[src/rtl/divisor_sequencial.sv]
// Restoring shift-subtract unsigned divider: 2N-bit dividend / N-bit divisor -> N-bit quotient and remainder.
// Latency: Done pulses N+1 edges after the start edge, or 1 edge after it on overflow or divide-by-zero.
// Backpressure: none; St is only sampled in IDLE, and results are held until the next accepted start.
module divisor_sequencial #(
   parameter int N = 16
) (
   input  logic           Clk,
   input  logic           Reset,
   input  logic           St,
   input  logic [2*N-1:0] Dividendo,
   input  logic [N-1:0]   Divisor,
   output logic           Idle,
   output logic           Done,
   output logic           Overflow,
   output logic [N-1:0]   Quociente,
   output logic [N-1:0]   Resto
);

   localparam int CW = $clog2(N) + 1;

   typedef enum logic [1:0] {IDLE, CHECK, DIV, DONE} state_t;

   state_t          state, next_state;
   logic [2*N:0]    acc;        // {carry, partial remainder, quotient bits}
   logic [N-1:0]    dvsr;
   logic [CW-1:0]   cnt;

   logic [N:0]      partial;
   logic [N:0]      diff;
   logic            fits;
   logic [2*N:0]    acc_step;
   logic            ovf_chk;
   logic            last_step;

   // One restoring step: shift left, trial-subtract, shift in the quotient bit
   always_comb begin
      partial   = acc[2*N-1:N-1];
      fits      = partial >= {1'b0, dvsr};
      diff      = partial - {1'b0, dvsr};
      acc_step  = {(fits ? diff : partial), acc[N-2:0], fits};
      // Upper half >= divisor means the quotient cannot fit N bits; also catches a zero divisor
      ovf_chk   = acc[2*N:N] >= {1'b0, dvsr};
      last_step = cnt == CW'(N - 1);
   end

   // State register
   always_ff @(posedge Clk) begin
      if (Reset) state <= IDLE;
      else       state <= next_state;
   end

   // Next-state and handshake outputs
   always_comb begin
      next_state = state;
      Idle       = 1'b0;
      Done       = 1'b0;
      case (state)
         IDLE: begin
            Idle = 1'b1;
            if (St) next_state = CHECK;
         end
         CHECK:   next_state = ovf_chk ? DONE : DIV;
         DIV:     if (last_step) next_state = DONE;
         DONE: begin
            Done       = 1'b1;
            next_state = IDLE;
         end
         default: next_state = IDLE;
      endcase
   end

   // Datapath: operand capture, iteration, and result registers loaded on entry to DONE
   always_ff @(posedge Clk) begin
      if (Reset) begin
         acc       <= '0;
         dvsr      <= '0;
         cnt       <= '0;
         Overflow  <= 1'b0;
         Quociente <= '0;
         Resto     <= '0;
      end else begin
         case (state)
            IDLE: begin
               if (St) begin
                  acc      <= {1'b0, Dividendo};
                  dvsr     <= Divisor;
                  Overflow <= 1'b0;
               end
            end
            CHECK: begin
               if (ovf_chk) begin
                  Overflow  <= 1'b1;
                  Quociente <= '1;
                  Resto     <= '0;
               end else begin
                  cnt <= '0;
               end
            end
            DIV: begin
               acc <= acc_step;
               cnt <= cnt + 1'b1;
               if (last_step) begin
                  Quociente <= acc_step[N-1:0];
                  Resto     <= acc_step[2*N-1:N];
               end
            end
            default: ;
         endcase
      end
   end

endmodule

[config.mk]
export PLATFORM = sky130hd
export DESIGN_NAME = divisor_sequencial
export DESIGN_NICKNAME = d
export VERILOG_FILES = /design/src/rtl/divisor_sequencial.sv
export SDC_FILE = /design/constraint.sdc
export NUM_CORES = 1
export LEC_CHECK = 0
export ABC_AREA = 1
export CORE_MARGIN = 8
export CORE_UTILIZATION = 55
export DETAILED_ROUTE_END_ITERATION = 7
export PLACE_DENSITY_LB_ADDON = 0.12
export SYNTH_ARGS = -nofsm -noshare
export SYNTH_HDL_FRONTEND = slang
export SYNTH_SLANG_ARGS = --single-unit
[constraint.sdc]
create_clock -name Clk -period 5.85 [get_ports Clk]
set_input_delay 0.8775 -clock Clk [delete_from_list [all_inputs] [get_ports Clk]]
set_output_delay 0.8775 -clock Clk [all_outputs]
set_load 0.005 [all_outputs]
* After elaboration in Yosys (flattened, before gate mapping)
Index checks and enable logic that the tools add are counted.
Storage, ports and cells: bits in registers 89, input bits 51, output and inout bits 35
Operators by class: equality and inequality tests 8, reductions and logical operators 10, $add $sub $neg 2, $lt $le $gt $ge 2, multiplexer cells 20
Operators with widths (number):
- 33-bit case mux with 2 select lines | 1
- 16-bit 2-to-1 mux | 4
- 16-bit case mux with 2 select lines | 2
- 17-bit by 16-bit greater-or-equal comparator with 1-bit output | 2
- 33-bit 2-to-1 mux | 1
- 17-bit 2-to-1 mux | 1
- 17-bit by 16-bit subtractor with 17-bit output | 1
- 5-bit case mux with 2 select lines | 1
- 2-bit != test, second input constant | 4
- 2-bit case mux with 4 select lines | 1
- 2-bit AND reduction | 4
- 3-bit AND reduction | 2
- 2-bit nonzero test | 3
- 5-bit by 1-bit adder with 5-bit output, second input constant | 1
- 5-bit by 4-bit == test with 1-bit output, second input constant | 1
- 1-bit 2-to-1 mux | 5
- 5-bit 2-to-1 mux | 1
- 2-bit == test, second input constant | 2
- 2-bit 2-to-1 mux | 2
- 2-bit by 1-bit == test with 1-bit output, second input constant | 1
- 2-bit zero test | 1
- 1-bit case mux with 2 select lines | 1

* Longest topological paths before layout
Gate-level depths: netlist (run 1).
depth in word-level cells 4, mapped depth 16

* Worst setup path after synthesis (run 1)
OpenSTA, ideal clock, no wires.
kind reg2reg, start point reg dvsr[12], end point reg acc[24], data required time 5736 ps, slack 3960 ps, period minus slack after synthesis 1890 ps, buffers on the path 1, arrival 1776 ps, stages on the path, launching flop included 14, cells stage by stage dfxtp_1 inv_1 ha_1 nand2_2 inv_1 nand2_1 nand2_1 a21oi_1 nand4_4 buf_8 nand3_2 nand2_1 o21bai_1 inv_1
Between the ends: longest elaborated chain between the ends 3
Ends and longest elaborated chain:
- start: declaration | line 25 | logic [N-1:0] dvsr;
- start signal: assignment | line 86 | dvsr <= Divisor;
- 17-bit by 16-bit greater-or-equal comparator with 1-bit output | line 38 | fits = partial >= {1'b0, dvsr};
- 17-bit 2-to-1 mux | line 40 | acc_step = {(fits ? diff : partial), acc[N-2:0], fits};
- 33-bit case mux with 2 select lines | line 82 | case (state)
- end signal: assignment | line 85 | acc <= {1'b0, Dividendo};
- end signal: assignment | line 100 | acc <= acc_step;
- end: declaration | line 24 | logic [2*N:0] acc;
Every way passes these cells. A chain may end at the register's enable or synchronous reset.

* Worst setup path after layout (run 1)
start point reg state[0], end point reg Resto[4]
Between the ends: longest elaborated chain between the ends 3, elaborated cells between the ends (all ways) 7, those cells by class eq/ne (4); mux (1); reduce/logical (2)
Ends and longest elaborated chain:
- start: declaration | line 23 | state_t state, next_state;
- start signal: assignment | line 49 | else state <= next_state;
- 2-bit by 1-bit == test with 1-bit output / 2-bit == test (equally long branches) | line 82
- 2-bit != test (no source line) / 2-bit nonzero test (equally long branches)
- 3-bit AND reduction (no source line)
- end signal: assignment | line 104 | Resto <= acc_step[2*N-1:N];
- end: declaration | line 16 | output logic [N-1:0] Resto
Parallel ways exist; a longest one is shown, timed or not.

==> results of run 1 <==
logic make-up after synthesis:
logic type               after synthesis
AO/OA/AOI/OAI                        143
XOR/XNOR                               9
adder cells (fa/ha/maj)               39
buffers and inverters                157
flip-flops                            89
AND/OR/NAND/NOR                      459
cell type report:
type | count | area [um2] | area share [%]
clock buffer | 9 | 124 | 1.81
timing repair buffer | 89 | 881 | 12.9
sequential | 89 | 1780 | 26.0
inverter | 117 | 439 | 6.41
multi-input combinational | 650 | 3390 | 49.5
clock inverter | 7 | 63.8 | 0.932
tap | 136 | 170 | 2.48
layer usage:
metal | track usage (%) | share of wire [%]
met1 | 26.2 | 44
met2 | 39.2 | 49
met3 | 3.71 | 4.8
met4 | 9.72 | 3.2
met5 | 0 | 0
stage by stage:
| step | setup WS (ns) | power (mW) | area (um2) |
|---|---|---|---|
| after floorplan | 3.96 | 3.07 | 5790 |
| after global placement | 2.51 | 3.67 | 6660 |
| after detailed placement | 2.41 | 3.74 | 6660 |
| after CTS | 2.43 | 4.16 | 6850 |
| after global routing | 2.05 | 4.57 | 6850 |
| final | 2.39 | 4.17 | 6850 |
flip-flops by register name (all words and copies together), names as in the netlist:
name and count:
Quociente 16, Resto 16, state 2, Overflow 1
cnt 5, dvsr 16, acc 33
tightest hold or removal path, cell delays in order (launching register included):
cell and delay, ns:
sky130_fd_sc_hd__dfxtp_1 0.32, sky130_fd_sc_hd__nand2_1 0.06, sky130_fd_sc_hd__a21oi_1 0.05
power groups by stage:
stage | sequential (mW) | combinational (mW) | clock, mW
6_report | 0.981 | 2.77 | 0.412
5_1_grt | 1.00 | 3.13 | 0.439
3_5_place_dp | 0.992 | 2.75 | 0
3_3_place_gp | 0.983 | 2.69 | 0
4_1_cts | 0.978 | 2.76 | 0.419
2_1_floorplan | 0.930 | 2.14 | 0
worst min-delay path by stage:
| stage | end | slack [ns] | start | cells past startpoint |
|---|---|---|---|---|
| 6_report | Overflow | 0.48 | Overflow | 2 |
| 5_1_grt | Overflow | 0.50 | Overflow | 2 |
| 4_1_cts | Overflow | 0.48 | Overflow | 2 |
| 3_5_place_dp | Overflow | 0.47 | Overflow | 2 |
| 3_3_place_gp | Overflow | 0.45 | Overflow | 2 |
| 2_1_floorplan | acc[15] | 0.45 | acc[15] | 2 |
synth_stat cells, types with 3 or more instances:
library cell | instances | share of area, %
sky130_fd_sc_hd__inv_1 | 116 | 7.5
sky130_fd_sc_hd__clkbuf_1 | 21 | 1.4
sky130_fd_sc_hd__nand3_1 | 72 | 6.2
sky130_fd_sc_hd__o21ai_0 | 39 | 3.4
sky130_fd_sc_hd__ha_1 | 38 | 8.2
sky130_fd_sc_hd__a211oi_1 | 14 | 1.8
sky130_fd_sc_hd__buf_2 | 7 | 0.60
sky130_fd_sc_hd__nand2_2 | 6 | 0.65
sky130_fd_sc_hd__a21oi_1 | 57 | 4.9
sky130_fd_sc_hd__o21bai_1 | 31 | 4.0
sky130_fd_sc_hd__nand2_1 | 237 | 15
sky130_fd_sc_hd__xor2_1 | 9 | 1.4
sky130_fd_sc_hd__nor2_4 | 3 | 0.58
sky130_fd_sc_hd__buf_4 | 4 | 0.52
sky130_fd_sc_hd__buf_1 | 6 | 0.39
sky130_fd_sc_hd__nor3_1 | 5 | 0.43
sky130_fd_sc_hd__nand3_2 | 10 | 1.7
sky130_fd_sc_hd__dfxtp_1 | 89 | 31
sky130_fd_sc_hd__nor2_1 | 114 | 7.4
sky130_fd_sc_hd__nand4_1 | 4 | 0.43
==> run_results.csv, run 1 <==
group,metric,value,unit
die,fp.dieArea,0.0141,mm2
yosys,synthXorXnorAreaFrac,1.36,%
worst_setup_path,r2r_start,"state[0]",
grt,globalRouteOverflowTotal,0,
pwr,combinational_share_of_power,66.6,%
grt,grt_usage,22.3,%
timing,final_hold_slack,0.482,ns
grt,vias_in_the_first_global_route,5586,
timing,timing.setup.tns,0,ns
finish,antennaDiodeCount,0,
drt,detailedRoute.firstPassIterationCount,5,
worst_setup_path,critPathLaunch,"state[0]",
drt,detailedRoute.firstIterationViolations,424,
die,initial_utilization,56.3,%
worst_setup_path,crit_path_top_delay_cell,"sky130_fd_sc_hd__nand3_1",
clock_network,cts.sink_count,89,
yosys,synthesis.instances,896,
timing,post-route-min-period,3.46,ns
drt,avgRoutedWirePerCell,14.7,um
clock_network,cts.root.buffer_cell,"sky130_fd_sc_hd__clkbuf_8",
yosys,yosys_warnings,0,
grt,grt_first_pass_wirelength,26000,um
clock_network,cts_max_path_buffers,2,
die,die_height,119,um
timing,worst_clock_skew,0.0121,ns
worst_setup_path,setup_slack_of_the_most_critical_reg_to_reg_path,2.39,ns
hold_path,holdCritPathClass,"reg2reg",
yosys,avgSynthCellArea,6.46,um2
pwr,clock_power_share,9.9,%
worst_setup_path,crit_path_required_time,6.12,ns
worst_setup_path,worstPathArrival,3.73,ns
timing,timing_worst_slew_pin_value,1.08,ns
yosys,synth_compound_gate_area_share,14.3,%
yosys,muxShareOfSynthArea,0,%
finish,final_common_cell,"sky130_fd_sc_hd__nand2_1",
yosys,yosys_most_used_dff,"sky130_fd_sc_hd__dfxtp_1",
worst_setup_path,path_delay_family,"simple AND/OR/NAND/NOR gates",
clock_network,post_cts_resize_count,0,
clock_network,htreeDepth,3,
timing,finalHoldViolCount,0,
finish,area_added_between_synthesis_and_finish,18.3,%
clock_network,postCtsSetupBuffers,0,
finish,fraction_of_final_layout_cells_with_drive_strength_greater_than_1,4.89,%
finish,commonest_non_fill_non_tap_cells_in_the_layout,"sky130_fd_sc_hd__nand2_1 (237), sky130_fd_sc_hd__inv_1 (116), sky130_fd_sc_hd__nor2_1 (114), sky130_fd_sc_hd__dfxtp_1 (89), sky130_fd_sc_hd__clkdlybuf4s50_1 (85)",
worst_setup_path,cp_class,"reg2reg",
placed_design,globalplace.congestion,0.987,
drt,remaining_drc_errors,0,
worst_setup_path,timing.critical_path.slowest_cell_delay,0.90,ns
yosys,dominant_combinational_cell_family_by_area_after_synthesis,"simple AND/OR/NAND/NOR gates",
yosys,yosysSeqAreaShare,30.8,%
yosys,arithmetic_cell_share_of_the_synthesized_area_counting_full_adders_half_adders_and_majority_gates,8.56,%
worst_setup_path,critical_path.endpoint_type,"flip-flop",
clock_network,cts_tree,"yes",
worst_setup_path,cp_cell_sequence,"inv_1 -> ha_2 -> buf_4 -> inv_1 -> buf_4 -> or2_2 -> nand3_1 -> nor2_1 -> nor2_1",
clock_network,cts_hold_repair.buffers,0,
clock_network,cts_buffers,9,
yosys,synth-simple-area-share,34.1,%
pwr,leakage,3.33,nW
worst_setup_path,cell_depth_of_the_worst_setup_path,9,
finish,final-instance-count-excl-fill,1097,
yosys,synth.distinct_cells,32,
worst_setup_path,worstSetupStartpointType,"flip-flop",
die,fp.coreArea,0.0103,mm2
grt,grt_start_max_net_pins,63,
pwr,power-per-cell-area,608,mW/mm2
placed_design,placed_cells_incl_taps,1081,
die,floorplan.rows,37,
drt,vias_per_cell,5.28,
timing,worst_slew_margin_rel,28.0,%
drt,final_antenna_net_count,0,
placed_design,io_buffers,85,
pwr,switching_power,2.22,mW
pwr,seq_power_share,23.5,%
pwr,p_sw_share,53.3,%
timing,max_freq,289,MHz
die,io_pins,86,
finish,total_of_fill_cells_in_the_finished_design,940,
pwr,internal_power_summed_over_all_cells,1.95,mW
outcome,outcome,"finished, final reports clean",
yosys,synth_enable_flop_cells,0,
finish,finish.net_count,1046,
drt,vias,5794,
clock_network,insertion_delay,0.37,ns
yosys,synth-seq-cells,89,
timing,rsz_0062_raised_after_global_routing,"false",
worst_setup_path,crit-reg2reg-capture,"Resto[4]",
worst_setup_path,endpoint,"Resto[4]",
yosys,synth_async_sr_flop_share,0,%
grt,grt_antenna_before_repair,0,
run,maxCapViolations,0,
timing,layout_worst_path_cycle_share,59.2,%
placed_design,post-dp-hpwl,12500,um
die,chipWidth,119,um
yosys,synth.net_count,986,
timing,slew_viol_final,0,
worst_setup_path,worstPathBufferInverterCount,4,
drt,route.final.wire_length,16100,um
finish,core_utilization_of_the_finished_layout,66.7,%
yosys,synth_area,0.00579,mm2
worst_setup_path,timing.reg2reg.worst_path_depth,9,
pwr,power.ir.vdd_worst,0.000361,V
timing,finalSetupViolations,0,
worst_setup_path,critical_path_peak_fanout,52,
clock_network,clk_transition_reported_paths,0.10,ns
Note: power is estimated with default switching activity, not from simulation.
==> run 2, diff against run 1 <==
==> constraint.sdc (replaced) <==
create_clock -name Clk -period 3.3 [get_ports Clk]
set_input_delay 0.495 -clock Clk [delete_from_list [all_inputs] [get_ports Clk]]
set_output_delay 0.495 -clock Clk [all_outputs]
set_load 0.005 [all_outputs]
==> run_results.csv, run 2 (synthesis gave the netlist of run 1 again) <==
group,metric,value,unit
grt,grt_antenna_before_repair,0,
finish,area_used_by_multi_input_combinational_logic,0.00339,mm2
timing,layout_worst_path_cycle_share,83.3,%
drt,vias,5942,
drt,detailedRoute.firstPassIterationCount,5,
grt,vias_in_the_first_global_route,5834,
timing,rsz_0062_raised_after_global_routing,"false",
grt,use_met2,41.2,%
hold_path,holdCritPathClass,"reg2reg",
die,initial_utilization,56.3,%
placed_design,globalplace.congestion,0.973,
placed_design,io_buffers,85,
worst_setup_path,crit_path_top_delay_cell,"sky130_fd_sc_hd__nand2_1",
die,die_height,119,um
run,maxCapViolations,0,
finish,regArea,0.00178,mm2
grt,globalRouteMet3Util,3.90,%
timing,finalSetupViolations,0,
placed_design,post-dp-hpwl,13400,um
clock_network,cts.sink_count,89,
finish,commonest_non_fill_non_tap_cells_in_the_layout,"sky130_fd_sc_hd__nand2_1 (237), sky130_fd_sc_hd__inv_1 (116), sky130_fd_sc_hd__nor2_1 (114), sky130_fd_sc_hd__dfxtp_1 (89), sky130_fd_sc_hd__clkdlybuf4s50_1 (85)",
pwr,power.ir.vdd_worst,0.000699,V
outcome,outcome,"finished, final reports clean",
worst_setup_path,cp_common_cell,"sky130_fd_sc_hd__nand2_1",
timing,worst_clock_skew,0.0123,ns
worst_setup_path,timing.critical_path.slowest_cell_delay,0.55,ns
worst_setup_path,worstSetupStartpointType,"flip-flop",
timing,post-route-min-period,2.75,ns
worst_setup_path,r2r_start,"acc[31]",
worst_setup_path,critical_path.endpoint_type,"flip-flop",
worst_setup_path,endpoint,"Quociente[5]",
drt,detailedRoute.firstIterationViolations,573,
grt,globalRouteOverflowTotal,0,
die,floorplan.rows,37,
clock_network,cts_tree,"yes",
worst_setup_path,critical_path_peak_fanout,27,
timing,timing.setup.tns,0,ns
pwr,power-per-cell-area,1100,mW/mm2
clock_network,postCtsSetupBuffers,0,
die,io_pins,86,
timing,timing_worst_slew_pin_value,1.07,ns
grt,grt_first_pass_wirelength,28100,um
worst_setup_path,critPathLaunch,"acc[31]",
grt,grt_usage,24.2,%
worst_setup_path,worstPathArrival,3.01,ns
drt,final_antenna_net_count,0,
clock_network,cts.root.buffer_cell,"sky130_fd_sc_hd__clkbuf_8",
finish,area_added_between_synthesis_and_finish,19.5,%
timing,finalHoldViolCount,0,
clock_network,insertion_delay,0.37,ns
worst_setup_path,path_delay_family,"simple AND/OR/NAND/NOR gates",
grt,grt.met1_usage,29.1,%
finish,antennaDiodeCount,0,
placed_design,placed_cells_incl_taps,1086,
finish,finish.net_count,1051,
drt,route.final.wire_length,17200,um
worst_setup_path,cp_class,"reg2reg",
worst_setup_path,crit_path_required_time,3.56,ns
drt,vias_per_cell,5.39,
timing,slew_viol_final,0,
timing,max_freq,364,MHz
drt,remaining_drc_errors,0,
die,chipWidth,119,um
finish,fraction_of_final_layout_cells_with_drive_strength_greater_than_1,5.28,%
clock_network,htreeDepth,3,
worst_setup_path,cell_depth_of_the_worst_setup_path,12,
finish,largest_register,"acc",
pwr,leakage,3.36,nW
clock_network,post_cts_resize_count,0,
die,fp.coreArea,0.0103,mm2
worst_setup_path,worstPathBufferInverterCount,2,
grt,gr-max-usage-layer,"met2",
grt,grt_start_max_net_pins,51,
worst_setup_path,cp_cell_sequence,"ha_1 -> nand2_1 -> inv_1 -> nand2_1 -> nand3_1 -> nor2_1 -> o21ai_0 -> nand3_1 -> nand2_1 -> buf_4 -> a21oi_1 -> nor2_1",
timing,worst_slew_margin_rel,28.3,%
finish,total_of_fill_cells_in_the_finished_design,945,
finish,final-instance-count-excl-fill,1102,
worst_setup_path,timing.reg2reg.worst_path_depth,12,
drt,avgRoutedWirePerCell,15.6,um
clock_network,clk_transition_reported_paths,0.10,ns
clock_network,cts_max_path_buffers,2,
worst_setup_path,crit-reg2reg-capture,"Quociente[5]",
clock_network,cts_buffers,9,
worst_setup_path,setup_slack_of_the_most_critical_reg_to_reg_path,0.55,ns
finish,largest_reg_flops,33,
clock_network,cts_hold_repair.buffers,0,
die,fp.dieArea,0.0141,mm2
finish,final_common_cell,"sky130_fd_sc_hd__nand2_1",
[run 2: changes by cell type in the layout (fill, tap and decap cells not counted), sizes merged]
cell,change
clkinvlp,+1
clkinv,-1
inv,-2
clkbuf,+1
buf,+5
bufinv,+1
[run 2: worst min-delay path by stage]
| stage | depth (start not counted) | startpoint | to |
|---|---|---|---|
| 4_1_cts | 2 | Overflow | Overflow |
| 5_1_grt | 2 | Overflow | Overflow |
| 6_report | 2 | Overflow | Overflow |
| 3_5_place_dp | 2 | Overflow | Overflow |
| 3_3_place_gp | 2 | Overflow | Overflow |
| 2_1_floorplan | 2 | acc[15] | acc[15] |
[run 2: per-layer routing]
layer | vias to the layer above | part of all wire [%]
met2 | 218 | 47
met5 | - | 0
li1 | 2984 | -
met1 | 2683 | 42
met4 | 0 | 4.2
met3 | 57 | 5.9
[run 2: cell type report]
type,instances,area share (%)
Clock buffer,10,1.84
Clock inverter,6,1.14
Inverter,117,6.35
Multi-Input combinational cell,650,49.0
Sequential cell,89,25.8
Tap cell,136,2.46
Timing Repair Buffer,94,13.5
[run 2: worst min-delay path, cell delays in order, from the launching register on]
cell                      delay [ns]
sky130_fd_sc_hd__dfxtp_1        0.32
sky130_fd_sc_hd__nand2_1        0.06
sky130_fd_sc_hd__a21oi_1        0.05
[run 2: report_power, final]
| part | internal [mW] | leakage, nW | switching, mW | total [mW] |
|---|---|---|---|---|
| Combinational | 1.76 | 2.53 | 3.33 | 5.08 |
| Sequential | 1.43 | 0.734 | 0.281 | 1.72 |
| Clock | 0.361 | 0.0959 | 0.433 | 0.794 |
| Total | 3.55 | 3.36 | 4.04 | 7.59 |
[run 2: stage by stage]
| stage | util (%) | power [mW] | hold slack (ns) | cell area [um2] | setup WS [ns] |
|---|---|---|---|---|---|
| final | 67.3 | 7.59 | 0.468 | 6920 | 0.550 |
| after CTS | 67.3 | 7.54 | 0.476 | 6920 | 0.582 |
| after detailed placement | 65.3 | 6.74 | 0.461 | 6710 | 0.600 |
| after global routing | 67.3 | 8.32 | 0.500 | 6920 | 0.328 |
| after floorplan | - | 5.44 | 0.450 | 5790 | 1.41 |
| after global placement | 65.3 | 6.62 | 0.453 | 6710 | 0.727 |
